File: src/rtl/chan_ro_sched_pkg.sv
// Shared definitions for the channel readout scheduler:
// FSM state encodings and the header word layout.
package chan_ro_sched_pkg;

    typedef enum logic [1:0] {
        S_IDLE    = 2'd0,
        S_HEADER  = 2'd1,
        S_READOUT = 2'd2,
        S_DONE    = 2'd3
    } state_e;

    // Header word: {HDR_TAG, channel (HDR_CH_W bits), event length}
    localparam logic [1:0] HDR_TAG  = 2'b10;
    localparam int         HDR_CH_W = 4;

endpackage

File: src/rtl/chan_ro_sched_rr_pick.sv
// Rotating priority encoder: first requester strictly after 'last',
// wrapping modulo NCH, so 'last' itself has the lowest priority.
module rr_pick #(
    parameter int NCH = 4,
    parameter int CHW = 2
) (
    input  logic [NCH-1:0] req,
    input  logic [CHW-1:0] last,
    output logic [CHW-1:0] gnt_idx,
    output logic           gnt_vld
);

    logic [CHW-1:0] idx;

    always_comb begin
        gnt_idx = '0;
        gnt_vld = 1'b0;
        idx     = '0;
        for (int k = 1; k <= NCH; k++) begin
            idx = CHW'((int'(last) + k) % NCH);
            if (!gnt_vld && req[idx]) begin
                gnt_vld = 1'b1;
                gnt_idx = idx;
            end
        end
    end

endmodule

File: src/rtl/chan_ro_sched.sv
// Round-robin readout scheduler: grants one channel holding a complete
// event, writes a header word, then streams EVT_LEN samples under backpressure.
module chan_ro_sched
    import chan_ro_sched_pkg::*;
#(
    parameter int NCH   = 4,
    parameter int CHW   = 2,
    parameter int LEN_W = 10,
    parameter int DW    = 6 + LEN_W
) (
    input  logic              CLK,
    input  logic              RST,
    input  logic [NCH-1:0]    CH_AVAIL,
    input  logic [NCH*DW-1:0] CH_DATA,
    output logic [NCH-1:0]    CH_RDREQ,
    input  logic [LEN_W-1:0]  EVT_LEN,
    input  logic              OUT_FULL,
    output logic              OUT_WR,
    output logic [DW-1:0]     OUT_DATA,
    output logic [CHW-1:0]    CUR_CH,
    output logic              BUSY,
    output logic              EVT_DONE
);

    state_e           state_q, state_d;
    logic [LEN_W-1:0] cnt_q, cnt_d;
    logic [CHW-1:0]   cur_ch_q, cur_ch_d;
    logic [CHW-1:0]   rr_last_q, rr_last_d;
    logic             out_wr_q, out_wr_d;
    logic [DW-1:0]    out_data_q, out_data_d;

    logic [CHW-1:0]   gnt_idx;
    logic             gnt_vld;
    logic             rd_en;
    logic [DW-1:0]    ch_word;
    logic [DW-1:0]    hdr_word;

    rr_pick #(
        .NCH (NCH),
        .CHW (CHW)
    ) u_rr_pick (
        .req     (CH_AVAIL),
        .last    (rr_last_q),
        .gnt_idx (gnt_idx),
        .gnt_vld (gnt_vld)
    );

    assign ch_word  = CH_DATA[int'(cur_ch_q)*DW +: DW];
    assign hdr_word = DW'({HDR_TAG, HDR_CH_W'(cur_ch_q), cnt_q});
    assign rd_en    = (state_q == S_READOUT) && !OUT_FULL && (cnt_q != '0);

    always_comb begin
        CH_RDREQ = '0;
        if (rd_en) CH_RDREQ[cur_ch_q] = 1'b1;
    end

    always_comb begin
        state_d    = state_q;
        cnt_d      = cnt_q;
        cur_ch_d   = cur_ch_q;
        rr_last_d  = rr_last_q;
        out_wr_d   = 1'b0;
        out_data_d = out_data_q;
        unique case (state_q)
            S_IDLE: begin
                if (gnt_vld) begin
                    cur_ch_d = gnt_idx;
                    cnt_d    = EVT_LEN;
                    state_d  = S_HEADER;
                end
            end
            S_HEADER: begin
                if (!OUT_FULL) begin
                    out_wr_d   = 1'b1;
                    out_data_d = hdr_word;
                    state_d    = (cnt_q == '0) ? S_DONE : S_READOUT;
                end
            end
            S_READOUT: begin
                if (rd_en) begin
                    out_wr_d   = 1'b1;
                    out_data_d = ch_word;
                    cnt_d      = cnt_q - 1'b1;
                    if (cnt_q == LEN_W'(1)) state_d = S_DONE;
                end
            end
            S_DONE: begin
                // Served channel drops to lowest priority for the next pick
                rr_last_d = cur_ch_q;
                state_d   = S_IDLE;
            end
            default: state_d = S_IDLE;
        endcase
    end

    always_ff @(posedge CLK) begin
        if (RST) begin
            state_q    <= S_IDLE;
            cnt_q      <= '0;
            cur_ch_q   <= '0;
            rr_last_q  <= CHW'(NCH - 1);
            out_wr_q   <= 1'b0;
            out_data_q <= '0;
        end else begin
            state_q    <= state_d;
            cnt_q      <= cnt_d;
            cur_ch_q   <= cur_ch_d;
            rr_last_q  <= rr_last_d;
            out_wr_q   <= out_wr_d;
            out_data_q <= out_data_d;
        end
    end

    assign OUT_WR   = out_wr_q;
    assign OUT_DATA = out_data_q;
    assign CUR_CH   = cur_ch_q;
    assign BUSY     = (state_q != S_IDLE);
    assign EVT_DONE = (state_q == S_DONE);

endmodule
File: config.mk
export PLATFORM = sky130hd
export DESIGN_NAME = chan_ro_sched
export DESIGN_NICKNAME = d
export VERILOG_FILES = /design/src/rtl/chan_ro_sched_pkg.sv /design/src/rtl/chan_ro_sched_rr_pick.sv /design/src/rtl/chan_ro_sched.sv
export SDC_FILE = /design/constraint.sdc
export NUM_CORES = 1
export LEC_CHECK = 0
export ABC_AREA = 1
export CORE_ASPECT_RATIO = 0.9
export CORE_UTILIZATION = 46
export CTS_CLUSTER_DIAMETER = 120
export DETAILED_ROUTE_END_ITERATION = 16
export HOLD_SLACK_MARGIN = 0.08
export PLACE_DENSITY_LB_ADDON = 0.2
export SLEW_MARGIN = 20
export SYNTH_ARGS = -nofsm -noshare
export SYNTH_HDL_FRONTEND = slang
export SYNTH_SLANG_ARGS = --single-unit
File: constraint.sdc
create_clock -name CLK -period 3.8 [get_ports CLK]
set_clock_uncertainty 0.1 [all_clocks]
set_input_delay 0.57 -clock CLK [delete_from_list [all_inputs] [get_ports CLK]]
set_output_delay 0.57 -clock CLK [all_outputs]
set_load 0.005 [all_outputs]
==> metrics.md, run 1 <==
| Metric | Value |
|---|---|
| Hold wc startpoint | OUT_DATA[12] |
| Post-synth top cells | nand2_1, dfxtp_1, o21ai_0, nor2_1, a21oi_1 |
| Core Area | between 4000 and 5000 sq um |
| Via/cell ratio | 5.319 |
| Sw Ratio | between 40% and 50% |
| Top FF cell, synth | dfxtp_1 |
| Comb pwr share | 61.0% |
| Startpoint types | flop |
| Reg clk slew, reported paths | roughly 0.07 ns |
| Syn_area_per_cell | 6.482 sq um |
| Total GRT Usage | 27.07% |
| DRC errors left | 0 |
| Post-layout instance area | 3490 sq um |
| # Max-Cap Violations | 0 |
| Setup CP Type | flop to output pin |
| Clk Latency, worst-skew pair | 0.28 ns |
| ANT cells | 0 |
| Die Y | around 70 microns |
| CTS tree | done |
| R2r endpoint | OUT_DATA[15] |
| Outcome | complete, no violations |
| TritonRoute pass-1 iters | 4 |
| Yosys top cell by area | dfxtp_1 |
| Critical Path End Type | output pin |
| Initial antenna violation count | 0 |
| CTS Sinks | 33 |
| Final setup fails | 0 |
| Worst EP required | roughly 3.1 ns |
| Root Buffer | clkbuf_8 |
| Largest net degree at the start of global routing | approximately 40 |
| DRT antenna net count | 0 |
| Cell Area, Synth | around 2400 sq um |
| First-pass GRT wire length | between 10000 and 15000 microns |
| Final worst-path cycle share | 74.78% |
| YS warnings | 0 |
| Via Count | about 2800 |
| Hold path depth | 2 |
| WP data arrival | around 2.2 ns |
| Post-DP HPWL | 5536 microns |
| Int Pwr | roughly 0.0012 W |
| Site row count | 24 |
| Worst Reg2Reg Path Length in Cells | 8 |
| Final Slew Violations | 0 |
| Cts-stage hold buffer count | 0 |
| Period minus WS final | roughly 2.8 ns |
| Final WL | roughly 7200 microns |
| Placer Congestion | just under 0.9 |
| Worst hold path class | flop to flop |
| DIE WIDTH | between 70 and 80 microns |
| Sequential area share after synthesis | 27.85% |
| Tot Pwr | 0.002256 W |
| I/O Buffers | ~110 |
| Crit path max fanout | 10 |
| Worst Hold End | OUT_DATA[12] |
| Post-CTS sizing | 0 |
| Initial core utilization | between 40% and 50% |
| Gate Count Post-Synth | 366 |
| EDFF count, synth | 0 |
| Layout cells sized above 1 | 8.243% |
| Synth-to-layout area growth | 47.10% |
| Unrepaired setup endpoints after global routing | no |
| Max_slew headroom | 26.49% |
| Psw | ~0.0011 W |
| Peak Freq | 351.9 MHz |
| Netlist cell types | 34 |
| H-tree lvl count | 2 |
| Most frequent cell after synthesis | nand2_1 |
| Reg2reg start | state_q[0] |
| # nets final | around 550 |
| Avg WL per Cell | roughly 14 microns |
| Mapped Nets | 454 |
| Post-synthesis sequential element count | 33 |
| Worst vdd ir | 0.0004756 V |
| Filler Cells Inserted | roughly 430 |
| Grt total ovfl | 0 |
| Leak | 1.399 nW |
| Deepest clock path buffer count | 2 |
| CTS Buf Count | 5 |
| Vias in the first global route | between 2000 and 3000 |
| Die area | 5448 sq um |
| Sequential Power Share | a little over a quarter |
| # Post-CTS Setup Buffers | 0 |
| Post-route setup TNS | 0 ns |
| Final hold vios | 0 |
| Share of the synthesized area in the top cell type | 27.85% |
| R2R Setup Slk | approximately 1.5 ns |
| Boundary pin count | 106 |
| Cell Pwr Density | around 650 nW/um^2 |
| Synth top area cells | dfxtp_1, nand2_1, o21ai_0, a21oi_1, a22oi_1 |
| Worst-margin pin slew | ~1.1 ns |
| DR iter-0 viols | about 200 |
| Post-synth ARST share | 0% |
| Placed Area | ~3400 sq um |
| Clock power share | 11.7% |
==> cells in the final DEF, fill, tap and decap left out, drive strengths merged <==
cell type / instances
nand4: 19
nor3: 3
xor2: 2
nand2: 117
nand3: 15
clkbuf: 7
dfxtp: 33
inv: 26
a21boi: 1
clkinv: 1
ha: 7
a21oi: 27
nor2: 34
o22ai: 1
buf: 1
a31o: 3
o21ai: 41
o21bai: 1
a221oi: 1
a22oi: 15
or2: 1
clkdlybuf4s50: 105
==> worst max-delay path by stage <==
stage	from	endpoint	slack, ns	depth (start not counted)
floorplan	cnt_q[0]	CH_RDREQ[0]	1.92	7
detailed placement	OUT_FULL	CH_RDREQ[1]	1.10	5
CTS	cnt_q[0]	CH_RDREQ[1]	0.95	8
finish	cnt_q[0]	CH_RDREQ[1]	0.96	8
global route	cnt_q[0]	CH_RDREQ[0]	0.82	8
global placement	OUT_FULL	CH_RDREQ[1]	1.18	5
==> power by group through the flow <==
stage | logic [W] | clock network [W] | registers (W)
after detailed placement | 0.00137 | 0 | 0.000623
after floorplan | 0.000996 | 0 | 0.000572
final | 0.00138 | 0.000264 | 0.000617
after global routing | 0.00154 | 0.000283 | 0.000636
after global placement | 0.00133 | 0 | 0.000617
after CTS | 0.00137 | 0.000263 | 0.000616
==> metal layers <==
metal	routed length (microns)	track usage, %	share of wire [%]	vias up
li1	-	-	-	1425
met1	3154	34.03	44	1269
met2	3437	46.90	48	91
met3	477	5.229	6.6	13
met4	109	7.338	1.5	0
met5	0	0	0	-
==> flip-flops by register name (all words and copies together) (netlist names) <==
register / count
rr_last_q: 2
cnt_q: 10
OUT_DATA: 16
CUR_CH: 2
state_q: 2
OUT_WR: 1
==> per-stage QoR <==
stage	instances	util, %	worst slack [ns]	hold slack (ns)
2_1_floorplan	366	-	1.919	0.3598
3_3_place_gp	519	69.53	1.183	0.3509
3_5_place_dp	519	69.53	1.099	0.3658
4_1_cts	526	71.29	0.9485	0.3749
5_1_grt	526	71.29	0.8231	0.3942
6_report	526	71.29	0.9582	0.3701
==> final cells by class <==
type / count / area [sq um] / area share (%)
clock buffer: 7 / 86.33 / 2.474
inverter: 27 / 106.4 / 3.048
multi-input combinational: 288 / 1496 / 42.88
sequential: 33 / 660.6 / 18.93
tap: 65 / 81.33 / 2.331
timing repair buffer: 106 / 1059 / 30.33
==> critical path, stage by stage (launching register included) <==
cell and delay (ns):
dfxtp_1 0.40, inv_1 0.10, ha_1 0.25, nand2_2 0.12, nor2_4 0.06, nand2_2 0.07, nand3_4 0.14, nor3_1 0.20
clkdlybuf4s50_1 0.54
==> cell families (layout without fill, tap and decap cells) <==
group,count (synthesis),in the layout,synth area share (%)
flip-flops,33,33,27.85
XOR/XNOR,2,2,0.7385
AND/OR/NAND/NOR,189,189,36.71
adder cells (fa/ha/maj),7,7,3.692
AO/OA/AOI/OAI,90,90,21.94
buffers and inverters,45,140,9.072
Power figures use the tool's default switching activity.
==> run 2, diff against run 1 <==
Settings changed: CORE_UTILIZATION 46 to 38.
Clock period 3.8 ns to 2.3 ns, I/O delays scaled along.
==> run 2 against run 1 <==
Register-to-register slack worse by 1.1 ns. Setup slack worse by 0.88 ns. Via count decreased by 0.21%. Largest power group unchanged. Clock power rose by 52%. Combinational power increased by 75%. Global-route usage decreased by 4.6 points.
==> metrics.md, run 2 (synthesis results as in run 1) <==
| Metric | Value |
|---|---|
| Worst hold path class | flop to flop |
| # nets final | 562 (+2.4%) |
| Boundary pin count | 106 (unchanged) |
| Tot Pwr | 0.003850 W (+71%) |
| Core Area | 5856 sq um (+20%) |
| Total GRT Usage | 22.52% (-4.6 points) |
| Unrepaired setup endpoints after global routing | no |
| ANT cells | 0 (unchanged) |
| Period minus WS final | 2.223 ns |
| Vias in the first global route | 2620 (+1.3%) |
| I/O Buffers | 105 (unchanged) |
| DR WL met3 | 460 microns (-3.6%) |
| Die area | 6563 sq um (+20%) |
| WP data arrival | 1.78 ns (-0.39 ns) |
| Commonest cells after routing, fill and taps aside | nand2_1, clkdlybuf4s50_1, o21ai_0 |
| Grt total ovfl | 0 (unchanged) |
| Setup CP Type | flop to output pin |
| Peak Freq | between 400 and 500 MHz |
| Worst EP required | 1.86 ns (-1.27 ns) |
| CP Cell Sequence | nor2_4, nand2_2, nor2_4, nand2_2, nand3_4, nor2_1, clkdlybuf4s50_1 |
| Initial antenna violation count | 0 (unchanged) |
| Crit-path max cell delay | 0.50 ns (-0.04 ns) |
| Cell Pwr Density | 1070 nW/um^2 (+65%) |
| Placer Congestion | 0.8729 (-0.24%) |
| Comb pwr share | 62.6% (+1.6 points) |
| # Max-Cap Violations | 0 (unchanged) |
| Synth-to-layout area growth | 51.74% |
| Worst vdd ir | 0.0004894 V (+2.9%) |
| DR iter-0 viols | 106 (-46%) |
| Clk Latency, worst-skew pair | 0.29 ns (about the same) |
| Sw Ratio | 47.04% (-0.56 points) |
| Crit path max fanout | 6 (-4) |
| Via Count | 2792 (-0.21%) |
| Psw | 0.001811 W (+69%) |
| CTS Sinks | 33 (unchanged) |
| Sequential Power Share | 26.9% (-0.4 points) |
| Layout cells sized above 1 | 12.05% (+3.8 points) |
| Final Slew Violations | 0 (unchanged) |
| Max layer used | met4 |
| Outcome | complete, no violations |
| Site row count | 26 (+8.3%) |
| Final worst-path cycle share | 96.67% |
| TritonRoute pass-1 iters | 4 (unchanged) |
| Final hold vios | 0 (unchanged) |
| H-tree lvl count | 2 (unchanged) |
| Post-DP HPWL | 5660 microns (+2.2%) |
| Clock power share | 10.4% (-1.3 points) |
| Initial core utilization | 40.51% (-8.0 points) |
| Avg WL per Cell | 13.51 microns (-0.99%) |
| Commonest non-fill, non-tap cell in the layout | nand2_1 |
| Startpoint types | flop |
| CTS Buf Count | 5 (unchanged) |
| Root Buffer | clkbuf_8 |
| DRC errors left | 0 (unchanged) |
| Leak | 1.471 nW (+5.2%) |
| Via/cell ratio | 5.142 (-3.3%) |
| Final setup fails | 0 (unchanged) |
| R2R Setup Slk | 0.34 ns (-1.11 ns) |
| CTS tree | done |
| WL met2 | 3518 microns (+2.4%) |
| Max_slew headroom | 65.52% (+39 points) |
| Worst-margin pin slew | 0.5166 ns (-0.5819 ns) |
| Post-Route M1 WL | 3272 microns (+3.7%) |
| Die Y | 76.96 microns (+9.7%) |
| Max FFs per register | 16 (unchanged) |
| Largest net degree at the start of global routing | 27 (-34%) |
| DRT antenna net count | 0 (unchanged) |
| Slowest cell on the critical path | dfxtp_1 |
| Critical Path End Type | output pin |
| Post-route setup TNS | 0 ns (unchanged) |
| DIE WIDTH | 85.29 microns (+9.8%) |
| Filler Cells Inserted | 551 (+29%) |
| Deepest clock path buffer count | 2 (unchanged) |
| Reg clk slew, reported paths | 0.07 ns (about the same) |
| Int Pwr | 0.002039 W (+73%) |
| First-pass GRT wire length | 11890 microns (+0.70%) |
| Final WL | 7337 microns (+2.2%) |
[run 2: cell count changes in the layout (fill, tap and decap cells not counted), moves of 2 or more]
cell             before  now
inv_1                22   20
dfxtp_2               0    2
buf_4                 1   14
clkdlybuf4s50_1     105  102
dfxtp_1              33   31
dlygate4sd2_1         0    3
inv_2                 2    4
ha_1                  7    5
[run 2: power groups by stage]
stage,Combinational [W],Sequential (W),Clock [W]
finish,0.00241,0.00104,0.000402
global route,0.00270,0.00107,0.000433
CTS,0.00240,0.00102,0.000412
detailed placement,0.00237,0.00103,0
global placement,0.00233,0.00102,0
floorplan,0.00165,0.000944,0
[run 2: critical path, delay by kind of cell (launching register included)]
| family | cells | cell delay (ns) |
|---|---|---|
| simple gates | 6 | 0.50 |
| buf+inv | 1 | 0.50 |
| flops | 1 | 0.50 |
[run 2: path summary, 6_finish.rpt]
check / from / end / cells after the start
worst max-delay path: cnt_q[4] / CH_RDREQ[3] / 7
worst min-delay path: OUT_DATA[13] / OUT_DATA[13] / 2
worst max register to register: cnt_q[4] / OUT_DATA[2] / 11
worst min register to register: OUT_DATA[13] / OUT_DATA[13] / 2
[run 2: layer usage]
metal	vias to the layer above	GRT usage (%)
li1	1444	-
met1	1256	27.82
met2	85	39.19
met3	7	4.736
met4	0	6.667
met5	-	0
[run 2: cell type report]
| class | count | area (sq um) | area share [%] |
|---|---|---|---|
| multi-input cells | 288 | 1516 | 42.13 |
| repair buffers | 119 | 1152 | 32.01 |
| flip-flops and latches | 33 | 663.1 | 18.42 |
| inverters | 27 | 106.4 | 2.954 |
| well taps | 70 | 87.58 | 2.433 |
| clock buffers | 5 | 68.82 | 1.912 |
| clock inverters | 1 | 5.005 | 0.1390 |
[run 2: what timing repair did]
item | 4_1_cts | 5_1_grt
pin swaps | 0 | 0
hold endpoints to repair | 0 | 0
buffers inserted | 0 | 2
endpoints found under the setup margin | 4 | 1
hold buffers | 0 | 0
gates resized for setup | 6 | 5
[run 2: stage by stage]
stage                     instances  utilization, %  instance area, sq um  setup slack [ns]  hold slack (ns)
final                           543           61.47                  3600           0.07657           0.3641
after global routing            543           61.47                  3600          0.001462           0.3943
after CTS                       541           61.05                  3575           0.01856           0.3667
after detailed placement        535           59.64                  3492            0.1121           0.3579
after global placement          535           59.64                  3492            0.1679           0.3497
after floorplan                 366               -                  2372            0.5705           0.3598
==> edit 1 (config.mk and constraints of run 2) <==
Change the parameter `LEN_W` from 10 to 11.
--- a/src/rtl/chan_ro_sched.sv
+++ b/src/rtl/chan_ro_sched.sv
@@ -5,7 +5,7 @@
 #(
     parameter int NCH   = 4,
     parameter int CHW   = 2,
-    parameter int LEN_W = 10,
+    parameter int LEN_W = 11,
     parameter int DW    = 6 + LEN_W
 ) (
     input  logic              CLK,
Interface: changed (resized CH_DATA, EVT_LEN and OUT_DATA); port bits go from 106 to 112. The function was not compared with the original's and may differ.
==> edit 1 against run 2 <==
Area after synthesis up 12%. Sequential cell count up 2. Clock power up 29%. Worst hold slack better by 0.020 ns. Utilization down 1.5 points. Final area up 11%. Critical endpoint unchanged. Total power up 16%. Wire length up 14%. Setup slack better by 0.012 ns.
==> edit 1: results (changes against run 2) <==
power in the clock group 517 uW (+29%); Compound-Gate Fraction of Synth Area 19.3% (-2.6 points); cts repair resizes 9 (+3); result of the run finished clean; number of antenna repair diodes 0 (unchanged); clock transition time at the flip-flop clock pins of the worst setup and hold paths 0.08 ns; gpl congestion 0.829 (-5.0%); hold depth 2 (unchanged); Skew-Pair Late Insertion Delay 0.29 ns (about the same); adder-cell share of the synthesized area 3.30% (-0.39 points); number of instances in the synthesized netlist 421 (+15%); total instance count after detailed placement 612 (+14%); reported leakage power 0.00163 uW (+11%); synthesized netlist net count 514 (+13%); P_comb 2850 uW (+18%); HPWL Detailed 6060 um (+7.1%); min-delay worst type flip-flop to flip-flop; total of warnings raised by yosys 0 (unchanged); Synth Area in XOR/XNOR 0.330% (-0.41 points); Commonest cells post-synth sky130_fd_sc_hd__nand2_1 (123), sky130_fd_sc_hd__nor2_1 (39), sky130_fd_sc_hd__dfxtp_1 (35); final-stage net count 624 (+11%); Worst VDD drop 0.441 mV (-10%); routed length per instance 13.4 um (-0.78%); critical path's largest stage delay 0.50 ns (about the same); family of cells with the greatest summed delay on the critical path buffers and inverters; Arrival @ worst endpoint around 1.8 ns; max reg flops 17 (+1); H-Tree Depth 2 (unchanged); Worst slew margin 45.6% (-20 points); average via count per standard cell 5.06 (-1.6%); buffers inserted by post-CTS timing repair 1 (+1); Worst Reg2Reg Path Length in Cells 9 (-2); global-route wire length before repair 13200 um (+11%); Pre-Repair DR Iteration Count 4 (unchanged); mux share of post-synthesis cell area 0% (unchanged); Post-synth top flop sky130_fd_sc_hd__dfxtp_1; highest-delay cell along the critical path sky130_fd_sc_hd__clkdlybuf4s50_1; post-detailed-placement cell area 3830 um^2 (+9.7%); Root Buffer sky130_fd_sc_hd__clkbuf_8; filler-free cell count of the finished design 622 (+15%); sw frac 47.7% (+0.69 points); distinct cell type count after synthesis 35 (+2.9%); worst-path maximum fanout 5 (-1); layout cell share with drive strength beyond 1 12.2% (+0.17 points); number of global-route vias before repair 2834 (+8.2%); Global Route Usage Sum 22.2% (-0.33 points); share of power burned in combinational logic 64.0% (+1.4 points); iteration-0 DRC count of the detailed router 198 (+87%); sequential share of the synthesized area 26.4% (-1.4 points); maximum number of pins on one net before global-route repair 34 (+26%); Post-Place Setup Slack 0.0980 ns (-0.0141 ns); top post-synthesis cells by area sky130_fd_sc_hd__dfxtp_1 (26%), sky130_fd_sc_hd__nand2_1 (17%), sky130_fd_sc_hd__nand3_1 (6.2%); Port Buffer Count 111 (+5.7%)
-- edit 1: cell type report --
cell class | instances | area, um^2
tap | 90 | 113
multi-input combinational | 334 | 1740
fill | 634 | 2670
clock buffer | 7 | 96.3
sequential | 35 | 704
clock inverter | 1 | 7.51
inverter | 30 | 113
timing repair buffer | 125 | 1220
-- edit 1: final timing paths --
kind                    start     endpoint  slack (ns)
setup / recovery     cnt_q[1]  CH_RDREQ[3]        0.09
hold / removal    OUT_DATA[7]  OUT_DATA[7]        0.38
setup reg to reg   state_q[0]  OUT_DATA[0]        0.18
hold reg to reg   OUT_DATA[7]  OUT_DATA[7]        0.38
-- edit 1: layer usage --
metal | vias up | part of all wire (%) | track usage [%]
li1 | 1626 | - | -
met1 | 1427 | 45 | 26.7
met2 | 87 | 48 | 41.1
met3 | 7 | 5.7 | 4.68
met4 | 0 | 0.68 | 4.52
met5 | - | 0 | 0
==> edit 2 (config.mk and constraints of run 2) <==
Made on the original files. Re-encode `state_e` (4 states) as one-hot, 4 bits wide.
--- a/src/rtl/chan_ro_sched_pkg.sv
+++ b/src/rtl/chan_ro_sched_pkg.sv
@@ -2,11 +2,11 @@
 // FSM state encodings and the header word layout.
 package chan_ro_sched_pkg;
 
-    typedef enum logic [1:0] {
-        S_IDLE    = 2'd0,
-        S_HEADER  = 2'd1,
-        S_READOUT = 2'd2,
-        S_DONE    = 2'd3
+    typedef enum logic [3:0] {
+        S_IDLE    = 4'b0001,
+        S_HEADER  = 4'b0010,
+        S_READOUT = 4'b0100,
+        S_DONE    = 4'b1000
     } state_e;
 
     // Header word: {HDR_TAG, channel (HDR_CH_W bits), event length}
Behaviour: same outputs for any inputs over 4 cycles, from zero or initial values and one cycle with RST high; so few cycles prove little.
==> edit 2 against run 2 <==
Total power fell by 24%. Worst hold slack improved by 0.012 ns. Die area is 5.7% higher. Highest routed layer unchanged. Sequential cell count is 2 higher. Wire length is 6.7% higher. Area after synthesis increased by 5.9%. Setup slack improved by 0.030 ns. Largest cell class unchanged. Fmax increased by 1.4%. Final area increased by 5.0%. Combinational power down 36%.
==> edit 2: results (changes against run 2) <==
Global Route Usage Sum 22.8% (+0.31 points); Data buffer area share 30.6% (-1.4 points); sw frac 43.4% (-3.7 points); Final Routed Wirelength 7830 um (+6.7%); multi-input logic portion of the cell area 42.2% (+0.091 points); combined area of the multi-input logic cells 1600 um^2 (+5.2%); Commonest cells post-synth sky130_fd_sc_hd__nand2_1 (109), sky130_fd_sc_hd__nor2_1 (43), sky130_fd_sc_hd__dfxtp_1 (35), sky130_fd_sc_hd__nand3_1 (35), sky130_fd_sc_hd__o21ai_0 (29); Fillers 604 (+9.6%); Global Route met3 Usage 5.51% (+0.77 points); iteration-0 DRC count of the detailed router 124 (+17%); gpl congestion 0.877 (+0.42%); post-detailed-placement cell area 3660 um^2 (+4.8%); global-route wire length before repair 12500 um (+4.9%); synthesized area divided by synthesized cell count 6.31 um^2 (-2.7%); Reg2Reg Launch Point CUR_CH[0]; result of the run finished clean; average via count per standard cell 5.12 (-0.42%); FF+latch count 35 (+6.1%); area fraction of clock buffers and clock inverters 2.22% (+0.17 points); maximum number of pins on one net before global-route repair 31 (+15%); internal reg-to-reg setup slack 0.26 ns (-0.08 ns); Arrival @ worst endpoint 1.75 ns (-0.03 ns); met2 wire length 3550 um (+0.99%); top post-synthesis cells by area sky130_fd_sc_hd__dfxtp_1 (28%), sky130_fd_sc_hd__nand2_1 (16%), sky130_fd_sc_hd__nand3_1 (7.0%); critical path's largest stage delay 0.44 ns (-0.06 ns); antenna violations before repair 0 (unchanged); highest-delay cell along the critical path sky130_fd_sc_hd__clkdlybuf4s50_1; routed length on met3 686 um (+49%); sequential share of the synthesized area 27.9% (+0.054 points); reported leakage power 0.00164 uW (+11%); register share of the cell area 18.8% (+0.39 points); number of global-route vias before repair 2800 (+6.9%); Endpoint, Worst Hold OUT_DATA[14]; HPWL Detailed 6080 um (+7.5%); count of plain and timing-repair buffers in the layout 118 (-0.84%); Worst R2R End OUT_DATA[12]; Worst VDD drop 0.334 mV (-32%); global routing usage on met1 27.1% (-0.70 points); multi-input gates 311 (+8.0%); M2 GR Usage 39.6% (+0.42 points); cts repair resizes 8 (+2); distinct cell type count after synthesis 37 (+8.8%); share of power burned in combinational logic 53.3% (-9.3 points); mux share of post-synthesis cell area 0.797% (+0.80 points); worst-path maximum fanout 7 (+1); adder-cell share of the synthesized area 1.49% (-2.2 points); family of cells with the greatest summed delay on the critical path buffers and inverters; M1 wire length 3480 um (+6.4%); Worst setup startpoint cnt_q[0]; final-stage net count 587 (+4.4%)
edit 2: cell count changes in the layout (fill, tap and decap cells not counted), moves of 3 or more:
cell,run 2,this run
sky130_fd_sc_hd__o21ai_0,32,29
sky130_fd_sc_hd__a22o_1,0,12
sky130_fd_sc_hd__nand3b_1,0,3
sky130_fd_sc_hd__a31o_2,3,0
sky130_fd_sc_hd__a31oi_1,0,14
sky130_fd_sc_hd__o21ai_1,8,5
sky130_fd_sc_hd__a21oi_1,25,19
sky130_fd_sc_hd__inv_1,20,25
sky130_fd_sc_hd__nand3_1,14,35
sky130_fd_sc_hd__a22oi_1,15,3
sky130_fd_sc_hd__nand4_1,18,6
sky130_fd_sc_hd__nor2_1,26,39
edit 2: per-stage QoR:
step	cells	power, uW	setup WS, ns	hold WS [ns]
after global placement	581	2400	0.0571	0.353
after floorplan	398	1900	0.707	0.360
after CTS	589	2880	0.0172	0.371
after global routing	591	3150	0.00411	0.408
after detailed placement	581	2430	0.0178	0.361
final	591	2910	0.106	0.376
